`src/rtl/mem_exception_unit.sv`:
```
// Mem-stage exception arbiter ahead of CP0: picks the highest-priority cause,
// drives the CP0 exception strobes, flushes/redirects, then holds off for a refill.
module mem_exception_unit #(
  parameter int          SYNC_STAGES = 2,
  parameter int          HOLD_CYCLES = 2,
  parameter logic [31:0] EXC_VECTOR  = 32'hBFC00380
) (
  input  logic        clk,
  input  logic        rst,
  input  logic [5:0]  hw_int,
  input  logic        timer_int,
  input  logic [31:0] cp0_status,
  input  logic [31:0] cp0_cause,
  input  logic [31:0] cp0_epc,
  input  logic        m_valid,
  input  logic [31:0] m_pc,
  input  logic        m_delayslot,
  input  logic        m_adel_if,
  input  logic        m_ri,
  input  logic        m_syscall,
  input  logic        m_break,
  input  logic        m_ov,
  input  logic        m_adel_d,
  input  logic        m_ades_d,
  input  logic [31:0] m_daddr,
  input  logic        m_eret,
  output logic        exc_valid,
  output logic [31:0] exc_pc,
  output logic        exc_delayslot,
  output logic [31:0] exc_badvaddr,
  output logic [4:0]  exc_code,
  output logic        exc_eret,
  output logic        flush,
  output logic [31:0] redirect_pc
);

  // state | meaning
  // IDLE  | arbitrating mem-stage causes, outputs live
  // HOLD  | post-flush holdoff, outputs forced to 0 while cnt runs down
  typedef enum logic {IDLE, HOLD} state_t;

  localparam int CNT_W = (HOLD_CYCLES > 1) ? $clog2(HOLD_CYCLES) : 1;

  state_t           state, state_nxt;
  logic [CNT_W-1:0] cnt, cnt_nxt;
  logic [5:0]       sync_q [SYNC_STAGES];
  logic [5:0]       hw_sync;
  logic [7:0]       ip;
  logic             int_pend;
  logic             exc_hit;
  logic             take;
  logic [4:0]       code;
  logic [31:0]      badvaddr;

  always_ff @(posedge clk) begin
    if (!rst) begin
      for (int i = 0; i < SYNC_STAGES; i++) sync_q[i] <= '0;
    end else begin
      sync_q[0] <= hw_int;
      for (int i = 1; i < SYNC_STAGES; i++) sync_q[i] <= sync_q[i-1];
    end
  end

  assign hw_sync  = sync_q[SYNC_STAGES-1];
  assign ip       = {hw_sync[5] | timer_int, hw_sync[4:0], cp0_cause[9:8]};
  assign int_pend = cp0_status[0] & ~cp0_status[1] & (|(ip & cp0_status[15:8]));

  always_ff @(posedge clk) begin
    if (!rst) begin
      state <= IDLE;
      cnt   <= '0;
    end else begin
      state <= state_nxt;
      cnt   <= cnt_nxt;
    end
  end

  always_comb begin
    exc_hit       = 1'b0;
    code          = 5'h00;
    badvaddr      = 32'h0;
    take          = 1'b0;
    exc_valid     = 1'b0;
    exc_pc        = 32'h0;
    exc_delayslot = 1'b0;
    exc_badvaddr  = 32'h0;
    exc_code      = 5'h00;
    exc_eret      = 1'b0;
    flush         = 1'b0;
    redirect_pc   = 32'h0;
    state_nxt     = state;
    cnt_nxt       = cnt;

    // Reset low masks the combinational path so nothing leaks into CP0.
    if (rst && state == IDLE && m_valid) begin
      exc_hit = 1'b1;
      if (int_pend)        code = 5'h00;
      else if (m_adel_if)  begin code = 5'h04; badvaddr = m_pc;    end
      else if (m_ri)       code = 5'h0A;
      else if (m_syscall)  code = 5'h08;
      else if (m_break)    code = 5'h09;
      else if (m_ov)       code = 5'h0C;
      else if (m_adel_d)   begin code = 5'h04; badvaddr = m_daddr; end
      else if (m_ades_d)   begin code = 5'h05; badvaddr = m_daddr; end
      else                 exc_hit = 1'b0;

      take = exc_hit | m_eret;
      if (take) begin
        exc_pc        = m_pc;
        exc_delayslot = m_delayslot;
        flush         = 1'b1;
      end
      if (exc_hit) begin
        exc_valid    = 1'b1;
        exc_code     = code;
        exc_badvaddr = badvaddr;
        redirect_pc  = EXC_VECTOR;
      end else if (m_eret) begin
        exc_eret    = 1'b1;
        redirect_pc = cp0_epc;
      end
    end

    case (state)
      IDLE: if (take) begin
        state_nxt = HOLD;
        cnt_nxt   = CNT_W'(HOLD_CYCLES - 1);
      end
      HOLD: begin
        if (cnt == '0) state_nxt = IDLE;
        else           cnt_nxt   = cnt - 1'b1;
      end
      default: state_nxt = IDLE;
    endcase
  end

endmodule

```
`config.mk`:
```
export PLATFORM = sky130hd
export DESIGN_NAME = mem_exception_unit
export DESIGN_NICKNAME = d
export VERILOG_FILES = /design/src/rtl/mem_exception_unit.sv
export SDC_FILE = /design/constraint.sdc
export NUM_CORES = 1
export LEC_CHECK = 0
export ABC_CLOCK_PERIOD_IN_PS = 2400
export CAP_MARGIN = 10
export CORE_AREA = 2 2 109 111
export CTS_BUF_LIST = sky130_fd_sc_hd__clkbuf_8
export DETAILED_ROUTE_END_ITERATION = 16
export DIE_AREA = 0 0 111 113
export PLACE_DENSITY = 0.58
export SYNTH_ARGS = -nofsm -noshare
export SYNTH_HDL_FRONTEND = slang
export SYNTH_SLANG_ARGS = --single-unit
```
`constraint.sdc`:
```
create_clock -name clk -period 2.4 [get_ports clk]
set_input_delay 0.24 -clock clk [delete_from_list [all_inputs] [get_ports clk]]
set_output_delay 0.24 -clock clk [all_outputs]
set_load 0.01 [all_outputs]
```
Word-level counts from Yosys, hierarchy flattened
Memories as Yosys holds them, arrays and structs flattened.
Index checks and enable logic that the tools add are counted.
- register bits after elaboration: 2
- bits in writable memories: 12
- output and inout port bits: 105
- memories: 1
- memory list (name ; depth ; width ; rd ports ; clocked after memory_dff ; write ports ; RTL line ; text):
    sync_q ; 2 ; 6 ; 2 ; 0 ; 2 ; 46 ; logic [5:0] sync_q [SYNC_STAGES];
- equality and inequality tests: 1
- mux-type cells: 54
- bitwise gates (word level): 9
- reductions and logical operators: 3
- add/sub/neg operators: 1
- operators by type and width (operator ; count):
    $mux 32 ; 15
    $mux 1 ; 25
    $mux 4 ; 6
    $mux 6 ; 2
    $mux 5 ; 2
    $and 8x8->8 ; 1
    $reduce_or 8->1 ; 1
    $mux 3 ; 2
    $or 1x1->1 ; 4
    $pmux 1 s2 ; 2
    $and 1x1->1 ; 2
    $logic_and 1x1->1 ; 2
    $ne 2x2->1 const B ; 1
    $not 1->1 ; 2
    $sub 1x1->1 const B ; 1

Longest topological paths before layout
- word-level depth: 13
- mapped depth: 5
- gate-level depth less buffers: 4

Least setup slack after synthesis
No wires, ideal clock.
- path kind: input port to output port
- start point: in m_ov
- end point: out exc_pc[10]
- path buffers: 1
- stages on the path: 5
- data arrival time: 2.023 ns
- path slack: 0.137 ns
- cells stage by stage: or4_4 -> or4_4 -> o41a_4 -> buf_6 -> and2_1
- longest elaborated chain between the ends: 10
- ends and longest elaborated chain (what ; RTL line ; text):
    start: declaration ; 22 ; input logic m_ov,
    $mux 1 ; 102 ; else if (m_ov) code = 5'h0C;
    $mux 1 ; 101 ; else if (m_break) code = 5'h09;
    $mux 1 ; 100 ; else if (m_syscall) code = 5'h08;
    $mux 1 ; 99 ; else if (m_ri) code = 5'h0A;
    $mux 1 ; 98 ; else if (m_adel_if) begin code = 5'h04; badvaddr = m_pc; end
    $mux 1 ; 97 ; if (int_pend) code = 5'h00;
    $mux 1 ; 95 ; if (rst && state == IDLE && m_valid) begin
    $or 1x1->1 ; 107 ; take = exc_hit | m_eret;
    $mux 32 ; 108 ; if (take) begin
    $mux 32 ; 95 ;
    end: declaration ; 28 ; output logic [31:0] exc_pc,
Every way passes these cells. The select of a mux whose other input is x is not followed.

Final worst setup path
- start point: in m_ri
- end point: out exc_pc[30]
- longest elaborated chain between the ends: 7
- ends and longest elaborated chain (what ; RTL line ; text):
    start: declaration ; 19 ; input logic m_ri,
    $mux 1 ; 99 ;
    $mux 1 ; 98 ;
    $mux 1 ; 97 ;
    $mux 1 ; 95 ;
    $or 1x1->1 ; 107 ;
    $mux 32 ; 108 ;
    $mux 32 ; 95 ;
Every way passes these cells. The select of a mux whose other input is x is not followed.

==> qor.csv <==
stage,metric,value,unit
status,status,"complete, but fails checks",
status,violations,setup timing,
routing,post_drt_wl_per_cell,16.9,um
global_routing,grt_usage,17.0,%
sta,hold_slack,430,ps
worst_hold_path,hold_depth,1,
power,p_leak,0.00232,uW
clocking,cts_buffer_depth,2,
finish,antennaDiodeCount,0,
power,pwr-share-clk,15.9,%
logic_synthesis,yosysUniqueCellTypes,29,
clocking,clock_latency,230,ps
logic_synthesis,ys_warn_count,0,
clocking,cts_tree,done,
clocking,postCtsHoldBufs,0,
logic_synthesis,synth_compound_area_share,25.6,%
sta,fmax,369,MHz
setup_path,cp.arrival,2470,ps
sta,worst_pin_slew,585,ps
logic_synthesis,yosysTopAreaCellShare,18.1,%
run,drv_cap,0,
setup_path,reg2reg_depth,10,
routing,drc,0,
setup_path,critPathCaptureType,output port,
logic_synthesis,synth_area_leader_cell,dfxtp_1,
sta,slew_viol_final,0,
routing,wl_met1,4.32,mm
clocking,cts_root_buf,clkbuf_8,
clocking,cts.sink_count,14,
routing,dr_total_vias,2944,
floorplan,start_util,13.8,%
global_routing,grt_pass1_vias,3185,
power,power_frac_comb,61.8,%
power,p_sw,332,uW
routing,dr_wl_met3,720,um
place,place_hpwl,6.86,mm
finish,nets,706,
clocking,htree_levels,1,
power,intPower,796,uW
logic_synthesis,ys_ff_latch,14,
routing,drt_iter0_drc,117,
global_routing,grt-ovfl-total,0,
sta,setup_viol,66,
sta,skew,0.563,ps
finish,mostFrequentLayoutCell,clkdlybuf4s50_1,
sta,period_share,113,%
logic_synthesis,synth_xor_area_share,0,%
floorplan,die-area,12500,sq um
floorplan,die_h,113,um
logic_synthesis,synthAdderAreaFrac,0,%
sta,min_period,2710,ps
sta,slew_headroom,60.9,%
routing,met2_length,6.14,mm
sta,finalWorstSetupSlack,-307,ps
finish,layout_common_cells,"clkdlybuf4s50_1, buf_6, and2_4",
clocking,cts_buffers,3,
logic_synthesis,synth_top_family_by_area,simple AND/OR/NAND/NOR gates,
setup_path,cp_max_fo,7,
floorplan,fp.dieW,111,um
logic_synthesis,avgSynthCellArea,6.96,sq um
finish,area_delta_synth_final,226,%
sta,hold_violations,0,
global_routing,grt_max_degree,38,
place,port-buffer-count,230,
sta,rsz0062_at_grt,yes,
logic_synthesis,syn_inst,223,
setup_path,start_kind,input pin,
floorplan,ios,284,
logic_synthesis,synthMuxAreaShare,0,%
logic_synthesis,synth_nets,402,
worst_hold_path,hold_path.class,reg2reg,
routing,totalWireLength,11.3,mm
setup_path,path_class,in2out,
routing,drtAntennaViolNets,0,
power,powerDensity,223,nW/um^2
logic_synthesis,synth-simple-area-share,49.4,%
logic_synthesis,ys_seq_area_share,18.1,%
sta,finalSetupTns,-11010,ps
global_routing,grt_pass1_wl,17.0,mm
routing,drt-pass1-iter-count,4,
floorplan,core_region_area,11300,sq um
finish,drive_gt1_share,45.1,%
floorplan,num_rows,39,
place,place.gp.congestion,0.871,
global_routing,grt_antenna_before_repair,0,
routing,top_layer_used,met4,
finish,design_area,5060,sq um
clocking,clk_pin_slew,50,ps
setup_path,r2r_slack,530,ps
power,irDropWorstVdd,0.146,mV
power,swShare,29.4,%
place,dpl_cell_area,4120,sq um
logic_synthesis,synth.top_cells.by_area,"dfxtp_1, and2_1, a22oi_1",
power,power.share.sequential,22.2,%
logic_synthesis,syn_area,1550,sq um
routing,routed_via_density,4.41,
setup_path,required,2160,ps
## critical path: stages
cell and delay, ps:
buf_6 90, or4_4 530, or4_4 520, buf_4 170
o41a_4 390, buf_4 150, buf_6 100, and2_4 140
buf_2 130
## cell type report
type	instances	area (sq um)
multi-input combinational	195	1460
clock buffer	3	41.3
timing repair buffer	313	3100
fill	1097	6210
tap	143	179
sequential	14	280
## timing repair
action                                 in CTS  in global routing
pin swaps                                  43                 14
endpoints found under the hold margin       0                  0
cloned                                     12                  0
setup endpoints to repair                 104                102
resized for setup                         454                 63
buffers inserted                           53                 13
## metrics by stage
stage | std cells | power (uW) | util [%] | setup WS, ps
after CTS | 664 | 1130 | 43.5 | -359
after detailed placement | 596 | 821 | 36.6 | -945
after global routing | 668 | 1190 | 44.9 | -354
after global placement | 596 | 817 | 36.6 | -932
final | 668 | 1130 | 44.9 | -307
after floorplan | 223 | 433 | - | 137
## state kept, by name (all words and copies together) (netlist names)
signal and cells:
cnt 1, state 1, sync_q 12
## worst paths after layout
kind / start / end
setup / recovery: m_ri / exc_pc[30]
hold / removal: sync_q[0][3] / sync_q[0][9]
setup reg to reg: sync_q[0][7] / state
hold reg to reg: sync_q[0][3] / sync_q[0][9]
## power groups by stage
stage | combinational (uW) | clock [uW] | sequential (uW)
6_report | 697 | 180 | 251
4_1_cts | 690 | 187 | 251
3_5_place_dp | 566 | 0 | 256
5_1_grt | 743 | 194 | 252
3_3_place_gp | 562 | 0 | 255
2_1_floorplan | 178 | 0 | 254
## kinds of logic after synthesis
kind of cell	after synthesis
other cells	1
simple gates	133
flops	14
compound gates	55
buf+inv	20
## synth_stat cells
| library cell | n |
|---|---|
| o41a_4 | 1 |
| nor4_1 | 2 |
| o21bai_1 | 1 |
| and3b_1 | 1 |
| nand3_1 | 1 |
| a21oi_1 | 13 |
| or4_4 | 2 |
| nand2_1 | 14 |
| buf_2 | 2 |
| and2_2 | 5 |
| buf_6 | 3 |
| buf_4 | 1 |
| dfxtp_1 | 14 |
| conb_1 | 1 |
| a22o_1 | 1 |
| and2_4 | 18 |
| a22oi_1 | 34 |
| o21a_1 | 1 |
| o211ai_1 | 1 |
| nand2b_1 | 1 |
| nor3_1 | 5 |
| nand3b_1 | 1 |
| nor2_1 | 37 |
| o21ai_0 | 1 |
| o21ba_2 | 1 |
| and2_1 | 43 |
| clkbuf_1 | 14 |
| nor3b_1 | 3 |
| a222oi_1 | 1 |
## metal layers
| layer | vias to the layer above | GRT usage (%) |
|---|---|---|
| met3 | 9 | 2.95 |
| met4 | 0 | 3.50 |
| met1 | 1378 | 18.2 |
| li1 | 1400 | - |
| met5 | - | 0 |
| met2 | 157 | 34.6 |
(Power assumes the default switching activity.)
